$ cat src/rtl/lut_pkg.sv
// Shared types and helpers for the runtime-writable key/data lookup table.
package lut_pkg;

   localparam int unsigned KEY_LEN_DFLT  = 2;
   localparam int unsigned DATA_LEN_DFLT = 4;
   localparam int unsigned PAIR_LEN      = KEY_LEN_DFLT + DATA_LEN_DFLT;

   typedef enum logic {
      SLOT_EMPTY = 1'b0,
      SLOT_FULL  = 1'b1
   } slot_e;

   function automatic int unsigned idx_w(input int unsigned item_num);
      return (item_num <= 2) ? 1 : $clog2(item_num);
   endfunction

endpackage

$ cat src/rtl/lut_match.sv
// Combinational key match against all valid entries; lowest matching index wins.
module lut_match
   import lut_pkg::*;
#(
   parameter int unsigned KEY_LEN     = KEY_LEN_DFLT,
   parameter int unsigned DATA_LEN    = DATA_LEN_DFLT,
   parameter int unsigned ITEM_NUM    = 4,
   parameter bit          HAS_DEFAULT = 1'b1,
   localparam int unsigned IDX_W      = idx_w(ITEM_NUM)
) (
   input  logic [KEY_LEN-1:0]           key_i,
   input  logic [ITEM_NUM*KEY_LEN-1:0]  keys_i,
   input  logic [ITEM_NUM*DATA_LEN-1:0] data_i,
   input  logic [ITEM_NUM-1:0]          valid_i,
   input  logic [DATA_LEN-1:0]          default_i,
   output logic                         hit_o,
   output logic [DATA_LEN-1:0]          data_o,
   output logic [IDX_W-1:0]             idx_o
);

   always_comb begin
      hit_o  = 1'b0;
      idx_o  = '0;
      data_o = HAS_DEFAULT ? default_i : '0;
      // Scan high to low so the lowest matching index overwrites last.
      for (int i = ITEM_NUM - 1; i >= 0; i--) begin
         if (valid_i[i] && (keys_i[i*KEY_LEN +: KEY_LEN] == key_i)) begin
            hit_o  = 1'b1;
            idx_o  = IDX_W'(i);
            data_o = data_i[i*DATA_LEN +: DATA_LEN];
         end
      end
   end

endmodule

$ cat src/rtl/lut_ctrl.sv
// Writable lookup table shared by two requesters via round-robin arbitration,
// with a single registered response slot behind a valid/ready handshake.
module lut_ctrl
   import lut_pkg::*;
#(
   parameter int unsigned KEY_LEN     = KEY_LEN_DFLT,
   parameter int unsigned DATA_LEN    = DATA_LEN_DFLT,
   parameter int unsigned ITEM_NUM    = 4,
   parameter bit          HAS_DEFAULT = 1'b1,
   localparam int unsigned IDX_W      = idx_w(ITEM_NUM)
) (
   input  logic                  clk,
   input  logic                  rst,
   input  logic                  wr_en,
   input  logic                  inv_en,
   input  logic [IDX_W-1:0]      wr_idx,
   input  logic [KEY_LEN-1:0]    wr_key,
   input  logic [DATA_LEN-1:0]   wr_data,
   input  logic [DATA_LEN-1:0]   default_out,
   input  logic [1:0]            req_valid,
   input  logic [2*KEY_LEN-1:0]  req_key,
   output logic [1:0]            req_ready,
   output logic                  rsp_valid,
   input  logic                  rsp_ready,
   output logic                  rsp_id,
   output logic                  rsp_hit,
   output logic [DATA_LEN-1:0]   rsp_data
);

   logic [ITEM_NUM*KEY_LEN-1:0]  keys_q, keys_d;
   logic [ITEM_NUM*DATA_LEN-1:0] datas_q, datas_d;
   logic [ITEM_NUM-1:0]          valid_q, valid_d;
   slot_e                        slot_q, slot_d;
   logic                         ptr_q, ptr_d;
   logic                         rsp_id_q, rsp_id_d;
   logic                         rsp_hit_q, rsp_hit_d;
   logic [DATA_LEN-1:0]          rsp_data_q, rsp_data_d;

   logic [1:0]          grant;
   logic                accept;
   logic                slot_free;
   logic [KEY_LEN-1:0]  sel_key;
   logic                match_hit;
   logic [DATA_LEN-1:0] match_data;
   logic [IDX_W-1:0]    unused_match_idx;

   // Table programming; invalidate takes precedence over write.
   always_comb begin
      keys_d  = keys_q;
      datas_d = datas_q;
      valid_d = valid_q;
      if (int'(wr_idx) < int'(ITEM_NUM)) begin
         if (inv_en) begin
            valid_d[wr_idx] = 1'b0;
         end else if (wr_en) begin
            valid_d[wr_idx]                        = 1'b1;
            keys_d[wr_idx*KEY_LEN +: KEY_LEN]      = wr_key;
            datas_d[wr_idx*DATA_LEN +: DATA_LEN]   = wr_data;
         end
      end
   end

   // Round-robin arbiter, only granting when the response slot can take a result.
   always_comb begin
      slot_free = ~rst & ((slot_q == SLOT_EMPTY) | rsp_ready);
      grant     = 2'b00;
      if (slot_free) begin
         if (req_valid[ptr_q]) begin
            grant[ptr_q] = 1'b1;
         end else if (req_valid[~ptr_q]) begin
            grant[~ptr_q] = 1'b1;
         end
      end
      ptr_d = ptr_q;
      if (grant[0]) begin
         ptr_d = 1'b1;
      end else if (grant[1]) begin
         ptr_d = 1'b0;
      end
      accept  = |grant;
      sel_key = grant[1] ? req_key[2*KEY_LEN-1:KEY_LEN] : req_key[KEY_LEN-1:0];
   end

   lut_match #(
      .KEY_LEN     (KEY_LEN),
      .DATA_LEN    (DATA_LEN),
      .ITEM_NUM    (ITEM_NUM),
      .HAS_DEFAULT (HAS_DEFAULT)
   ) u_match (
      .key_i     (sel_key),
      .keys_i    (keys_q),
      .data_i    (datas_q),
      .valid_i   (valid_q),
      .default_i (default_out),
      .hit_o     (match_hit),
      .data_o    (match_data),
      .idx_o     (unused_match_idx)
   );

   // Slot next state.
   always_comb begin
      slot_d = slot_q;
      unique case (slot_q)
         SLOT_EMPTY: if (accept) slot_d = SLOT_FULL;
         SLOT_FULL:  if (!accept && rsp_ready) slot_d = SLOT_EMPTY;
         default:    slot_d = SLOT_EMPTY;
      endcase
      rsp_id_d   = accept ? grant[1]   : rsp_id_q;
      rsp_hit_d  = accept ? match_hit  : rsp_hit_q;
      rsp_data_d = accept ? match_data : rsp_data_q;
   end

   // Outputs.
   always_comb begin
      rsp_valid = (slot_q == SLOT_FULL);
      req_ready = grant;
      rsp_id    = rsp_id_q;
      rsp_hit   = rsp_hit_q;
      rsp_data  = rsp_data_q;
   end

   always_ff @(posedge clk) begin
      if (rst) begin
         keys_q     <= '0;
         datas_q    <= '0;
         valid_q    <= '0;
         slot_q     <= SLOT_EMPTY;
         ptr_q      <= 1'b0;
         rsp_id_q   <= 1'b0;
         rsp_hit_q  <= 1'b0;
         rsp_data_q <= '0;
      end else begin
         keys_q     <= keys_d;
         datas_q    <= datas_d;
         valid_q    <= valid_d;
         slot_q     <= slot_d;
         ptr_q      <= ptr_d;
         rsp_id_q   <= rsp_id_d;
         rsp_hit_q  <= rsp_hit_d;
         rsp_data_q <= rsp_data_d;
      end
   end

endmodule

$ cat config.mk
export PLATFORM = sky130hd
export DESIGN_NAME = lut_ctrl
export DESIGN_NICKNAME = d
export VERILOG_FILES = /design/src/rtl/lut_pkg.sv /design/src/rtl/lut_match.sv /design/src/rtl/lut_ctrl.sv
export SDC_FILE = /design/constraint.sdc
export NUM_CORES = 1
export LEC_CHECK = 0
export ABC_CLOCK_PERIOD_IN_PS = 2400
export BUFFER_PORTS_ARGS = -buffer_cell sky130_fd_sc_hd__buf_2
export CAP_MARGIN = 20
export CORE_MARGIN = 5
export CORE_UTILIZATION = 40
export DETAILED_ROUTE_END_ITERATION = 6
export PLACE_DENSITY = 0.71
export SLEW_MARGIN = 20
export SYNTH_ARGS = -nofsm -noshare
export SYNTH_HDL_FRONTEND = slang
export SYNTH_SLANG_ARGS = --single-unit
$ cat constraint.sdc
create_clock -name clk -period 2.4 [get_ports clk]
set_input_delay 0.36 -clock clk [delete_from_list [all_inputs] [get_ports clk]]
set_output_delay 0.36 -clock clk [all_outputs]
set_load 0.02 [all_outputs]
Yosys cells after proc, flatten, opt, wreduce, memory -nomap -nowiden:

Cells that the tools add are included.

* register bits: 36
* bits in latches: 0
* memory bits (writable): 0
* bits in read-only memories: 0
* input port bits: 23
* output and inout port bits: 9
* logic and storage cells: 77
* memories: 0

* add/subtract/negate cells: 2
* multiply operators: 0
* divide/modulo/power cells: 0
* order comparisons: 6
* equal/unequal tests: 4
* shift-type cells: 4
* muxes and demuxes: 31
* bitwise logic cells: 9
* reductions and logical operators: 13

Operator list (number)
* $neg 3->34: 1
* $neg 4->34: 1
* $shift 2x34->8 const A: 1
* $shift 4x34->16 const A: 1
* $shiftx 2x34->8: 1
* $shiftx 4x34->16: 1
* $mux 4: 6
* $bwmux 16: 1
* $mux 1: 15
* $bwmux 8: 1
* $eq 2x2->1: 4
* $logic_and 1x1->1: 8
* $mux 2: 4
* $and 4x4->4: 1
* $lt 1x2->1 const B: 2
* $not 1->1: 4
* $not 4->4: 1
* $or 4x4->4: 1
* $reduce_bool 2->1: 2
* $lt 2x3->1 const B: 1
* $demux 1 s1: 2
* $demux 1 s2: 1
* $ge 1x1->1 const B: 2
* $ge 2x1->1 const B: 1
* other kinds (6): 6

Longest topological paths before layout:

Gate-level depths: netlist (run 1).

* word-level depth: 15
* depth in mapped cells: 9
* depth with buffers taken out: 8

Hierarchy:

From an unflattened synthesis (run 1), not the netlist that was laid out.

* cells, all modules: 210
* area total of the unflattened synthesis: 1944.4 um2

By module, submodules not included
* lut_ctrl: instances 1, cells each 151, area each 1534.0 um2, sequential area each 720.7 um2
* lut_match: instances 1, cells each 59, area each 410.4 um2, sequential area each 0.0 um2

Least setup slack after synthesis (run 1):

Ideal clock, no wire load.

* path kind: input to register
* start point: input rst
* end point: register rsp_data_q[0], in the netlist rsp_data[0]
* library setup time: 117 ps
* arrival: 1888 ps
* required time: 2283 ps
* slack: 394 ps
* stages: 9
* path buffers: 1
* path through: buf_6 > inv_6 > nand4_4 > inv_8 > mux2i_4 > xor2_4 > and2_2 > a221oi_1 > a32o_2

* cells in the longest elaborated chain, start to end: 10
* elaborated cells between the ends (all ways): 17
* those cells by class: eq/ne: 4; mux: 6; bitwise: 2; reduce/logical: 5

Ends and longest elaborated chain
* start, declared: line lut_ctrl.sv:13 `input logic rst,`
* $not 1->1 (*): line lut_ctrl.sv:65 `slot_free = ~rst & ((slot_q == SLOT_EMPTY) | rsp_ready);`
* $and 1x1->1 (*): line lut_ctrl.sv:65
* $mux 2 (*): line lut_ctrl.sv:67 `if (slot_free) begin`
* named net req_ready[1]: line lut_ctrl.sv:22 `output logic [1:0] req_ready,`
* $mux 2: line lut_ctrl.sv:81 `sel_key = grant[1] ? req_key[2*KEY_LEN-1:KEY_LEN] : req_key[KEY_LEN-1:0];`
* $eq 2x2->1: line lut_match.sv:27 `if (valid_i[i] && (keys_i[i*KEY_LEN +: KEY_LEN] == key_i)) begin`
* $logic_and 1x1->1: line lut_match.sv:27
* $mux 4 (4 in series): line lut_match.sv:27
* end signal, assigned: line lut_ctrl.sv:140 `rsp_data_q <= rsp_data_d;`
* end, declared: line lut_ctrl.sv:37 `logic [DATA_LEN-1:0] rsp_data_q, rsp_data_d;`

The timed path passes the listed nets; every way through them passes the cells marked *.
A chain may end at the register's enable or synchronous reset.

Worst setup path in the final report (run 1):

* start point: register ptr_q
* end point: register rsp_data_q[0], in the netlist rsp_data[0]

* cells in the longest elaborated chain, start to end: 15
* elaborated cells between the ends (all ways): 32
* those cells by class: order compare: 4; eq/ne: 4; mux: 16; bitwise: 1; reduce/logical: 7

Ends and longest elaborated chain
* start, declared: line lut_ctrl.sv:34 `logic ptr_q, ptr_d;`
* start signal, assigned: line lut_ctrl.sv:137 `ptr_q <= ptr_d;`
* $not 1->1: line lut_ctrl.sv:71 `grant[~ptr_q] = 1'b1;`
* $lt 1x2->1 (implied by the code) / $ge 1x1->1 (equally long branches): line lut_ctrl.sv:71
* $logic_and 1x1->1 (implied by the code): line lut_ctrl.sv:71
* $mux 1 (implied by the code): line lut_ctrl.sv:71
* $demux 1 s1: line lut_ctrl.sv:71
* $mux 2: line lut_ctrl.sv:70 `end else if (req_valid[~ptr_q]) begin`
* $mux 2 (*): line lut_ctrl.sv:68 `if (req_valid[ptr_q]) begin`
* $mux 2 (*): line lut_ctrl.sv:67
* $mux 2: line lut_ctrl.sv:81
* $eq 2x2->1: line lut_match.sv:27
* $logic_and 1x1->1: line lut_match.sv:27
* $mux 4 (4 in series): line lut_match.sv:27

Mark *: on every way between the ends. The rest lies on a longest branch, timed or not. The select of a mux whose other input is x is not followed.

==> impl_metrics.py, run 1 <==
metrics = {
    "place": {
        "gp_congestion": 0.850,
        "place_inst": 284,
        "dp_hpwl_um": 3500,
        "portBuffers": 31,
        "dpl_cell_area_mm2": 0.00212,
        "dp_slack_ns": 0.213,
    },
    "power_and_ir_drop": {
        "swShare_pct": 25.4,
        "power_density_mw_per_mm2": 605,
        "total_power_mw": 1.35,
        "clockPowerShare_pct": 38.5,
        "p_sw_mw": 0.343,
        "power.internal_mw": 1.01,
        "p_leak_nw": 0.887,
        "vdd_drop_max_uv": 239,
        "comb_power_share_pct": 14.9,
        "seqPwrFrac_pct": 46.6,
    },
    "synth": {
        "synth.largest_area_cell": "dfxtp_1",
        "netlist.area_leader.share_pct": 37.9,
        "synth-main-ff-cell": "dfxtp_1",
        "synthXorXnorAreaFrac_pct": 4.15,
        "synth_cell_types": 47,
        "synth_area_mm2": 0.00190,
        "ys_ff_latch": 36,
        "syn_nets": 229,
        "synthArstFlopShare_pct": 0,
        "synth_compound_area_share_pct": 25.2,
        "avgSynthCellArea_um2": 9.50,
        "synthCells": 200,
        "synthTopCellsByArea": "dfxtp_1, a22oi_1, nor2_1, ha_1, mux2i_4",
        "synth_edf_count": 0,
        "ys_seq_area_share_pct": 37.9,
        "synthSimpleGateAreaFrac_pct": 22.0,
        "synth_top_family_by_area": "compound AO/OA/AOI/OAI gates",
        "yosys_warnings": 0,
        "synthMuxAreaShare_pct": 2.37,
        "synth_fa_ha_area_share_pct": 3.95,
    },
    "drt": {
        "vias": 1628,
        "avgViaCountPerCell": 5.58,
        "wl_per_cell_um": 15.5,
        "drt-pass1-iter-count": 4,
        "drt_iter0_drc": 145,
        "drcViolationCount": 0,
        "postRouteAntennaNets": 0,
        "wirelength_um": 4510,
    },
    "floorplanning": {
        "die_height_um": 78.9,
        "coreArea_mm2": 0.00466,
        "placementRows": 25,
        "dieArea_mm2": 0.00623,
        "ios": 32,
        "die_w_um": 78.9,
        "start_util_pct": 40.8,
    },
    "clock_tree": {
        "clkLatencyLatePin_ns": 0.28,
        "cts_tree": "done",
        "cts.clk_slew.worst_paths_ns": 0.07,
        "cts_num_sinks": 36,
        "postCtsResizedCells": 0,
        "root_buffer": "clkbuf_8",
        "h-tree-depth": 2,
        "clockBufferDepth": 2,
        "postCtsHoldBufs": 0,
        "post-cts-setup-buffer-count": 0,
        "cts_buffers": 5,
    },
    "finish": {
        "antennaDiodeCount": 0,
        "num-fill-cells": 437,
        "fin_cells": 292,
        "drive_gt1_share_pct": 26.5,
        "final_area_mm2": 0.00223,
        "final_nets": 266,
        "area_delta_synth_final_pct": 17.4,
    },
    "sta": {
        "fmax_ghz": 0.480,
        "period_needed_ns": 2.08,
        "hold_violations": 0,
        "timing.final.ws_setup_ns": 0.316,
        "slew-limit-headroom_pct": 60.8,
        "setup_viol": 0,
        "tns_ns": 0,
        "finClkSkew_ns": 0.00518,
        "worst_pin_slew_ns": 0.587,
        "rsz0062_at_grt": "false",
        "fin_crit_sh_pct": 86.8,
        "slew_violations": 0,
    },
    "worst_hold_path": {
        "hp-class": "in -> reg",
        "whs_path_depth": 2,
        "hold_start": "inv_en",
    },
    "grt": {
        "grt_pass1_vias": 1552,
        "grt_pass1_wl_um": 7470,
        "grt_usage_pct": 15.1,
        "antenna_found_initial": 0,
        "grt_overflow": 0,
        "grt_max_degree": 33,
    },
    "critical_path": {
        "critPathCaptureType": "flop",
        "worstReg2RegEnd": "rsp_data[0]$_SDFFE_PP0P_",
        "worstPathMaxFanout": 8,
        "r2r-start": "ptr_q$_SDFFE_PP0P_",
        "rr_worst_depth": 8,
        "worstPathArrival_ns": 2.26,
        "critPathKind": "reg -> reg",
        "ff2ff_setup_slack_ns": 0.32,
        "crit_required_ns": 2.58,
        "worst_setup_path_start_kind": "flop",
    },
    "job": {
        "cap_viol_max_count": 0,
    },
    "outcome": {
        "status": "completed",
    },
}
## how the worst max path moves through the flow
stage | from | end | slack [ns] | cells past startpoint
2_1_floorplan | rst | rsp_data[0]$_SDFFE_PP0P_ | 0.39 | 9
3_3_place_gp | rsp_ready | rsp_data[0]$_SDFFE_PP0P_ | 0.26 | 9
3_5_place_dp | rsp_ready | rsp_data[0]$_SDFFE_PP0P_ | 0.21 | 9
4_1_cts | ptr_q$_SDFFE_PP0P_ | rsp_data[0]$_SDFFE_PP0P_ | 0.31 | 8
5_1_grt | ptr_q$_SDFFE_PP0P_ | rsp_data[2]$_SDFFE_PP0P_ | 0.14 | 8
6_report | ptr_q$_SDFFE_PP0P_ | rsp_data[0]$_SDFFE_PP0P_ | 0.32 | 8
## synth_stat cells (2+ instances only)
cell type,number
a211oi_1,4
a21oi_1,6
a221oi_1,3
a22oi_1,24
a32o_2,3
and3_1,3
clkbuf_1,3
dfxtp_1,36
ha_1,6
inv_1,9
mux2i_4,2
nand2_1,6
nand2b_4,2
nand3_1,6
nand3b_1,5
nand4_1,5
nor2_1,29
nor2b_1,7
nor4_1,3
o21ai_0,8
o21ai_1,2
xor2_1,3
## worst max-delay path, cell delays in order, from the launching register on
cell	delay [ns]
dfxtp_1	0.35
nand2b_4	0.14
nand4_4	0.17
inv_8	0.13
mux2i_4	0.31
xor2_4	0.14
a211oi_4	0.31
a221oi_1	0.14
a32o_2	0.29
## power groups by stage
| stage | registers [mW] | clock network [mW] | logic (mW) |
|---|---|---|---|
| final | 0.629 | 0.519 | 0.201 |
| after global routing | 0.630 | 0.553 | 0.219 |
| after CTS | 0.628 | 0.523 | 0.202 |
| after floorplan | 0.654 | 0 | 0.122 |
| after detailed placement | 0.642 | 0 | 0.201 |
| after global placement | 0.642 | 0 | 0.198 |
## cell usage in the layout, fill, tap and decap left out, types with 2 or more instances in the layout
master / count
and3_1: 3
inv_1: 9
nand4_1: 5
o21ai_1: 2
a211oi_1: 4
ha_1: 6
a21oi_1: 6
a221oi_1: 3
clkbuf_8: 5
o21ai_0: 8
nand2b_4: 2
nand2_1: 6
xor2_1: 3
a22oi_1: 24
nor2_1: 29
nand3_1: 6
nand3b_1: 5
buf_2: 31
nor2b_1: 7
mux2i_4: 2
buf_4: 4
a32o_2: 3
nor4_1: 3
dfxtp_1: 36
## layer usage
metal,routed length [um],global-route usage (%)
met5,0,0
met4,55,5.50
met2,2220,25.7
met1,1960,18.7
met3,279,3.29
## cell type report
class / count / area [um^2] / area share (%)
clock buffer: 6 / 72.6 / 3.25
multi-input combinational: 148 / 1100 / 49.1
timing repair buffer: 35 / 185 / 8.30
sequential: 36 / 721 / 32.3
clock inverter: 2 / 35.0 / 1.57
tap: 54 / 67.6 / 3.03
inverter: 11 / 53.8 / 2.41
## stage by stage
step	util [%]	hold WS, ns
6_report	47.9	0.321
4_1_cts	47.9	0.316
3_3_place_gp	45.6	0.437
2_1_floorplan	-	0.461
5_1_grt	47.9	0.327
3_5_place_dp	45.6	0.449
## logic make-up (layout without fill, tap and decap cells)
logic type,after synthesis,after routing
and+or+nand+nor,73,73
adders and majority gates,6,6
muxes,2,2
xor gates and xnor gates,6,6
buffers and inverters,16,54
DFF,36,36
AOI/OAI and AO/OA,61,61
Power figures use the tool's default switching activity.
==> inputs of run 2 (changes only) <==
--- a/config.mk
+++ b/config.mk
@@ -5,6 +5,7 @@
 export SDC_FILE = /design/constraint.sdc
 export NUM_CORES = 1
 export LEC_CHECK = 0
+export ABC_AREA = 1
 export ABC_CLOCK_PERIOD_IN_PS = 2400
 export BUFFER_PORTS_ARGS = -buffer_cell sky130_fd_sc_hd__buf_2
 export CAP_MARGIN = 20
==> run 2 against run 1 <==
  * Non-clock buffer count grew 1
  * Cell count grew 35%
  * Clock skew grew 0.0018 ns
  * Synthesized area grew 7.5%
  * Wire length grew 3.4%
  * Count of clock-buffer cells in the layout shrank 1
  * Core utilization shrank 0.40 points
  * First-iteration DRC count shrank 26%
  * Largest power group unchanged
  * Sequential share of layout area shrank 2.2 points
  * Combinational power grew 23%
  * Worst setup slack gained 0.37 ns
  * Highest routed layer unchanged
  * Die area grew 6.5%
==> impl_metrics.py, run 2 <==
metrics = {
    "clock_tree": {
        "root_buffer": "clkbuf_8",
        "clockBufferDepth": 2,
        "cts_num_sinks": 36,
        "post-cts-setup-buffer-count": 0,
        "h-tree-depth": 2,
        "postCtsResizedCells": 0,
        "clkLatencyLatePin_ns": 0.29,
        "cts.clk_slew.worst_paths_ns": 0.08,
        "cts_tree": "done",
        "postCtsHoldBufs": 0,
        "cts_buffers": 5,
    },
    "synth": {
        "synth-main-ff-cell": "dfxtp_1",
        "avgSynthCellArea_um2": 7.07,
        "syn_nets": 318,
        "synth_cell_types": 31,
        "synthArstFlopShare_pct": 0,
        "ys_seq_area_share_pct": 35.3,
        "ys_ff_latch": 36,
        "synth_most_common_cell": "nand2_1",
        "yosys_warnings": 0,
        "netlist.area_leader.share_pct": 35.3,
        "synth.largest_area_cell": "dfxtp_1",
        "synth_edf_count": 0,
        "synthCells": 289,
        "synth_area_mm2": 0.00204,
        "synthTopCellsByArea": "dfxtp_1, nand2_1, inv_1, nand3_1, a21oi_1",
        "netlist_top_cells_count": "nand2_1, inv_1, dfxtp_1",
    },
    "floorplanning": {
        "die_height_um": 81.5,
        "placementRows": 26,
        "die_w_um": 81.5,
        "start_util_pct": 40.5,
        "dieArea_mm2": 0.00664,
        "coreArea_mm2": 0.00504,
        "ios": 32,
    },
    "power_and_ir_drop": {
        "vdd_drop_max_uv": 246,
        "comb_power_share_pct": 17.5,
        "p_sw_mw": 0.404,
        "power_density_mw_per_mm2": 594,
        "seqPwrFrac_pct": 45.0,
        "p_leak_nw": 1.10,
        "swShare_pct": 28.4,
        "clockPowerShare_pct": 37.6,
        "power.internal_mw": 1.02,
    },
    "sta": {
        "worst_pin_slew_ns": 0.448,
        "hold_violations": 0,
        "slew-limit-headroom_pct": 70.1,
        "rsz0062_at_grt": "false",
        "slew_violations": 0,
        "setup_viol": 0,
        "tns_ns": 0,
        "fmax_ghz": 0.585,
        "finClkSkew_ns": 0.00695,
        "period_needed_ns": 1.71,
        "fin_crit_sh_pct": 71.2,
    },
    "grt": {
        "grt_overflow": 0,
        "grt_max_degree": 21,
        "grt_pass1_wl_um": 8200,
        "antenna_found_initial": 0,
        "grt_pass1_vias": 1832,
        "grt_usage_pct": 16.0,
    },
    "place": {
        "portBuffers": 31,
        "gp_congestion": 0.863,
        "dp_hpwl_um": 3620,
    },
    "critical_path": {
        "worst_setup_path_start_kind": "flop",
        "critPathKind": "reg -> reg",
        "rr_worst_depth": 13,
        "worstPathArrival_ns": 1.90,
        "critPathCaptureType": "flop",
        "worstPathMaxFanout": 8,
        "crit_required_ns": 2.59,
    },
    "drt": {
        "wirelength_um": 4670,
        "drt-pass1-iter-count": 4,
        "drt_iter0_drc": 108,
        "avgViaCountPerCell": 4.85,
        "vias": 1907,
        "met3_length_um": 226,
        "met2_length_um": 2180,
        "dr.max_layer_used": "met4",
        "postRouteAntennaNets": 0,
        "drcViolationCount": 0,
        "wl_per_cell_um": 11.9,
        "wl_met1_um": 2150,
    },
    "finish": {
        "drive_gt1_share_pct": 22.0,
        "multi_input_area_mm2": 0.00108,
        "seqCellArea_um2": 721,
        "num-fill-cells": 513,
        "antennaDiodeCount": 0,
        "final_nets": 351,
        "layout_commonest_cell": "nand2_1",
        "layout_common_cells": "nand2_1, inv_1, dfxtp_1, buf_2, nand3_1",
        "fin_util_pct": 47.5,
        "area_delta_synth_final_pct": 17.1,
    },
    "worst_hold_path": {
        "hp-class": "in -> reg",
        "whs_path_depth": 2,
    },
    "job": {
        "cap_viol_max_count": 0,
    },
    "outcome": {
        "status": "completed",
    },
}
-- run 2: cell count changes in the layout (fill, tap and decap cells not counted), sizes merged, moves of 7 or more --
cell and change:
o21ai +10, nand3 +19, nor2b -7, nand2 +56
nor3 +10, a21oi +21, inv +39, nor2 -14
a22oi -24
-- run 2: through the flow --
stage / hold WS (ns) / instances / setup WS [ns] / power (mW) / area (um^2)
floorplan: 0.424 / 289 / 0.478 / 0.822 / 2040
global placement: 0.436 / 385 / 0.575 / 0.898 / 2280
global route: 0.331 / 393 / 0.477 / 1.49 / 2390
finish: 0.323 / 393 / 0.691 / 1.42 / 2390
CTS: 0.310 / 393 / 0.702 / 1.43 / 2390
detailed placement: 0.446 / 385 / 0.542 / 0.902 / 2280
-- run 2: path summary, 6_finish.rpt --
kind                            start                        to  slack (ns)
min                            inv_en                      flop        0.32
min reg2reg  datas_q[14]$_SDFFE_PP0P_  datas_q[14]$_SDFFE_PP0P_        0.46
max reg2reg        ptr_q$_SDFFE_PP0P_  rsp_data[2]$_SDFFE_PP0P_        0.69
max                ptr_q$_SDFFE_PP0P_  rsp_data[2]$_SDFFE_PP0P_        0.69
-- run 2: cell families (layout without fill, tap and decap cells) --
| family | after synthesis | after routing | synth area share, % |
|---|---|---|---|
| buf+inv | 62 | 96 | 11.6 |
| fa+ha+maj | 6 | 6 | 3.67 |
| simple gates | 118 | 118 | 28.3 |
| compound gates | 66 | 66 | 20.3 |
| flops | 36 | 36 | 35.3 |
| xor+xnor | 1 | 1 | 0.796 |
-- run 2: power by group through the flow --
stage	combinational [mW]	sequential [mW]	clock [mW]
after floorplan	0.156	0.666	0
after global placement	0.246	0.653	0
after detailed placement	0.248	0.653	0
after CTS	0.249	0.640	0.546
after global routing	0.280	0.643	0.571
final	0.248	0.639	0.534
-- run 2: layout make-up --
cell class                 instances  share of cell area (%)
multi-input combinational        191                    45.3
clock buffer                       5                    2.88
sequential                        36                    30.1
tap                               70                    3.66
clock inverter                     3                    1.78
timing repair buffer              36                    8.05
inverter                          52                    8.21
-- run 2: critical path, stage by stage, from the launching register on --
cell and delay, ns:
dfxtp_1 0.36, inv_2 0.06, a21oi_4 0.18, nand2_4 0.12
nand2_2 0.11, nand2_4 0.08, nand2_1 0.07, nand2_1 0.06
nor2_2 0.17, nand2_4 0.10, nand3_1 0.08, nand2_1 0.05
nor2_1 0.10, a21oi_1 0.07
-- run 2: metal layers --
| metal | vias up | GRT usage, % |
|---|---|---|
| met4 | 0 | 7.43 |
| met2 | 45 | 26.2 |
| met3 | 9 | 3.07 |
| met5 | - | 0 |
| met1 | 837 | 20.1 |
| li1 | 1016 | - |
==> inputs of run 3 (changes only) <==
--- a/config.mk
+++ b/config.mk
@@ -6,13 +6,13 @@
 export NUM_CORES = 1
 export LEC_CHECK = 0
 export ABC_AREA = 1
-export ABC_CLOCK_PERIOD_IN_PS = 2400
+export ABC_CLOCK_PERIOD_IN_PS = 1500
 export BUFFER_PORTS_ARGS = -buffer_cell sky130_fd_sc_hd__buf_2
 export CAP_MARGIN = 20
 export CORE_MARGIN = 5
 export CORE_UTILIZATION = 40
 export DETAILED_ROUTE_END_ITERATION = 6
-export PLACE_DENSITY = 0.71
+export PLACE_DENSITY = 0.73
 export SLEW_MARGIN = 20
 export SYNTH_ARGS = -nofsm -noshare
 export SYNTH_HDL_FRONTEND = slang
==> constraint.sdc (replaced) <==
create_clock -name clk -period 1.5 [get_ports clk]
set_input_delay 0.225 -clock clk [delete_from_list [all_inputs] [get_ports clk]]
set_output_delay 0.225 -clock clk [all_outputs]
set_load 0.02 [all_outputs]
==> run 3 against run 2 <==
  * The run now ends with negative setup slack left
  * Total power grew 55%
  * Worst hold slack worse by 0.15 ns
  * Via count increased by 4.4%
  * Clock skew fell by 0.0027 ns
  * Sequential cell count stayed put
  * Count of clock-buffer cells in the layout rose by 1
  * Worst setup slack worse by 0.86 ns
  * Die area unchanged
  * Largest power group unchanged
  * Highest routed layer unchanged
==> impl_metrics.py, run 3 (synthesized netlist as in run 2, its figures left out) <==
metrics = {
    "critical_path": {
        "crit_required_ns": 1.69,
        "crit_buf_inv": 2,
        "worstReg2RegEnd": "rsp_data[2]$_SDFFE_PP0P_",
        "cp.depth": 12,
        "worstPathMaxFanout": 6,
        "critPathKind": "reg -> reg",
        "ff2ff_setup_slack_ns": -0.17,
        "path_cells": "inv_2 > a21oi_4 > nand2_4 > o21ai_4 > nand2_1 > nand2_2 > nor2_4 > buf_4 > nand3_2 > nand2_1 > nor2_1 > a21oi_2",
        "crit_start": "ptr_q$_SDFFE_PP0P_",
        "path_delay_family": "simple AND/OR/NAND/NOR gates",
        "worst_setup_path_start_kind": "flop",
        "crit_path_max_incr_delay_ns": 0.34,
        "rr_worst_depth": 12,
        "r2r-start": "ptr_q$_SDFFE_PP0P_",
        "critPathCaptureType": "flop",
        "worstPathArrival_ns": 1.87,
        "crit_path_end": "rsp_data[2]$_SDFFE_PP0P_",
        "cpMostUsedCell": "nand2_1",
        "critPathSlowestCell": "dfxtp_2",
    },
    "floorplanning": {
        "dieArea_mm2": 0.00664,
        "coreArea_mm2": 0.00504,
        "ios": 32,
        "die_height_um": 81.5,
        "start_util_pct": 40.5,
        "placementRows": 26,
        "die_w_um": 81.5,
    },
    "finish": {
        "multi_input_area_mm2": 0.00116,
        "layout_common_cells": "inv_1, nand2_1, dfxtp_1, buf_2, buf_4",
        "final_nets": 370,
        "antennaDiodeCount": 0,
        "drive_gt1_share_pct": 31.3,
        "num-fill-cells": 470,
        "layout_commonest_cell": "inv_1",
        "area_delta_synth_final_pct": 27.8,
        "seqCellArea_um2": 726,
        "final_area_mm2": 0.00261,
    },
    "sta": {
        "slew-limit-headroom_pct": 70.2,
        "fin_crit_sh_pct": 112,
        "period_needed_ns": 1.67,
        "rsz0062_at_grt": "true",
        "finClkSkew_ns": 0.00429,
        "slew_violations": 0,
        "timing.final.ws_setup_ns": -0.173,
        "fmax_ghz": 0.598,
        "hold_violations": 0,
        "worst_pin_slew_ns": 0.446,
        "tns_ns": -0.613,
        "setup_viol": 6,
    },
    "power_and_ir_drop": {
        "vdd_drop_max_uv": 312,
        "power_density_mw_per_mm2": 842,
        "p_leak_nw": 1.20,
    },
    "grt": {
        "grt_pass1_vias": 1976,
        "grt_usage_pct": 17.0,
        "grt_overflow": 0,
        "grt_pass1_wl_um": 8710,
        "antenna_found_initial": 0,
        "grt_max_degree": 21,
    },
    "clock_tree": {
        "cts_num_sinks": 36,
        "clkLatencyLatePin_ns": 0.30,
        "cts_tree": "done",
        "cts_buffers": 5,
        "clockBufferDepth": 2,
        "root_buffer": "clkbuf_8",
        "h-tree-depth": 2,
        "cts.clk_slew.worst_paths_ns": 0.07,
    },
    "drt": {
        "drt_iter0_drc": 78,
        "drcViolationCount": 0,
        "drt-pass1-iter-count": 4,
        "wl_per_cell_um": 12.0,
        "wirelength_um": 4950,
        "avgViaCountPerCell": 4.83,
        "vias": 1991,
        "postRouteAntennaNets": 0,
    },
    "place": {
        "gp_congestion": 0.818,
        "portBuffers": 31,
        "dp_slack_ns": -0.181,
        "dpl_cell_area_mm2": 0.00241,
        "dp_hpwl_um": 3860,
    },
    "worst_hold_path": {
        "hp-class": "in -> reg",
        "whs_path_depth": 2,
    },
    "outcome": {
        "violations": "negative setup slack",
        "status": "finished, violations left",
    },
    "job": {
        "cap_viol_max_count": 0,
    },
}
==> run 3: changes by cell type in the layout (fill, tap and decap cells not counted), moves of 3 or more <==
| cell | previous run | this run |
|---|---|---|
| buf_4 | 5 | 24 |
| nand2_1 | 53 | 46 |
| nand2_2 | 6 | 11 |
| nand3_1 | 23 | 19 |
| nand3_2 | 2 | 6 |
| nor2_4 | 2 | 5 |
==> run 3: timing repair <==
item / 4_1_cts / 5_1_grt
gates resized for setup: 13 / 10
pin swaps: 6 / 7
setup endpoints to repair: 6 / 7
setup buffers: 2 / 2
hold buffers: 0 / 0
==> run 3: routing by layer <==
metal,GRT usage [%],part of all wire (%)
met5,0,0
met4,6.76,1.6
met3,4.06,5.1
met2,28.9,48
met1,20.5,46
==> run 3: power breakdown <==
group	internal (mW)	switching, mW
sequential	1.00	0.0237
clock	0.330	0.370
combinational	0.185	0.288
total	1.52	0.683
==> run 3: cell type report <==
| type | count | area share (%) |
|---|---|---|
| inverter | 52 | 7.71 |
| multi-input combinational | 191 | 44.4 |
| timing repair buffer | 55 | 13.3 |
| tap | 70 | 3.35 |
| clock buffer | 6 | 2.78 |
| sequential | 36 | 27.8 |
| clock inverter | 2 | 0.623 |
==> run 3: worst min-delay path by stage <==
stage                             start                        to  slack (ns)
2_1_floorplan                    inv_en                      flop        0.33
4_1_cts                          inv_en                      flop        0.17
3_5_place_dp   datas_q[14]$_SDFFE_PP0P_  datas_q[14]$_SDFFE_PP0P_        0.44
6_report                         inv_en                      flop        0.18
5_1_grt                          inv_en                      flop        0.18
3_3_place_gp    datas_q[2]$_SDFFE_PP0P_   datas_q[2]$_SDFFE_PP0P_        0.44
==> run 3: through the flow <==
step                hold WS, ns  cells  total power, mW  utilization, %
floorplan                 0.325    289             1.32               -
global placement          0.440    400             1.47            47.8
detailed placement        0.444    400             1.48            47.8
CTS                       0.169    410             2.21            50.8
global route              0.178    412             2.33            51.8
finish                    0.175    412             2.20            51.8
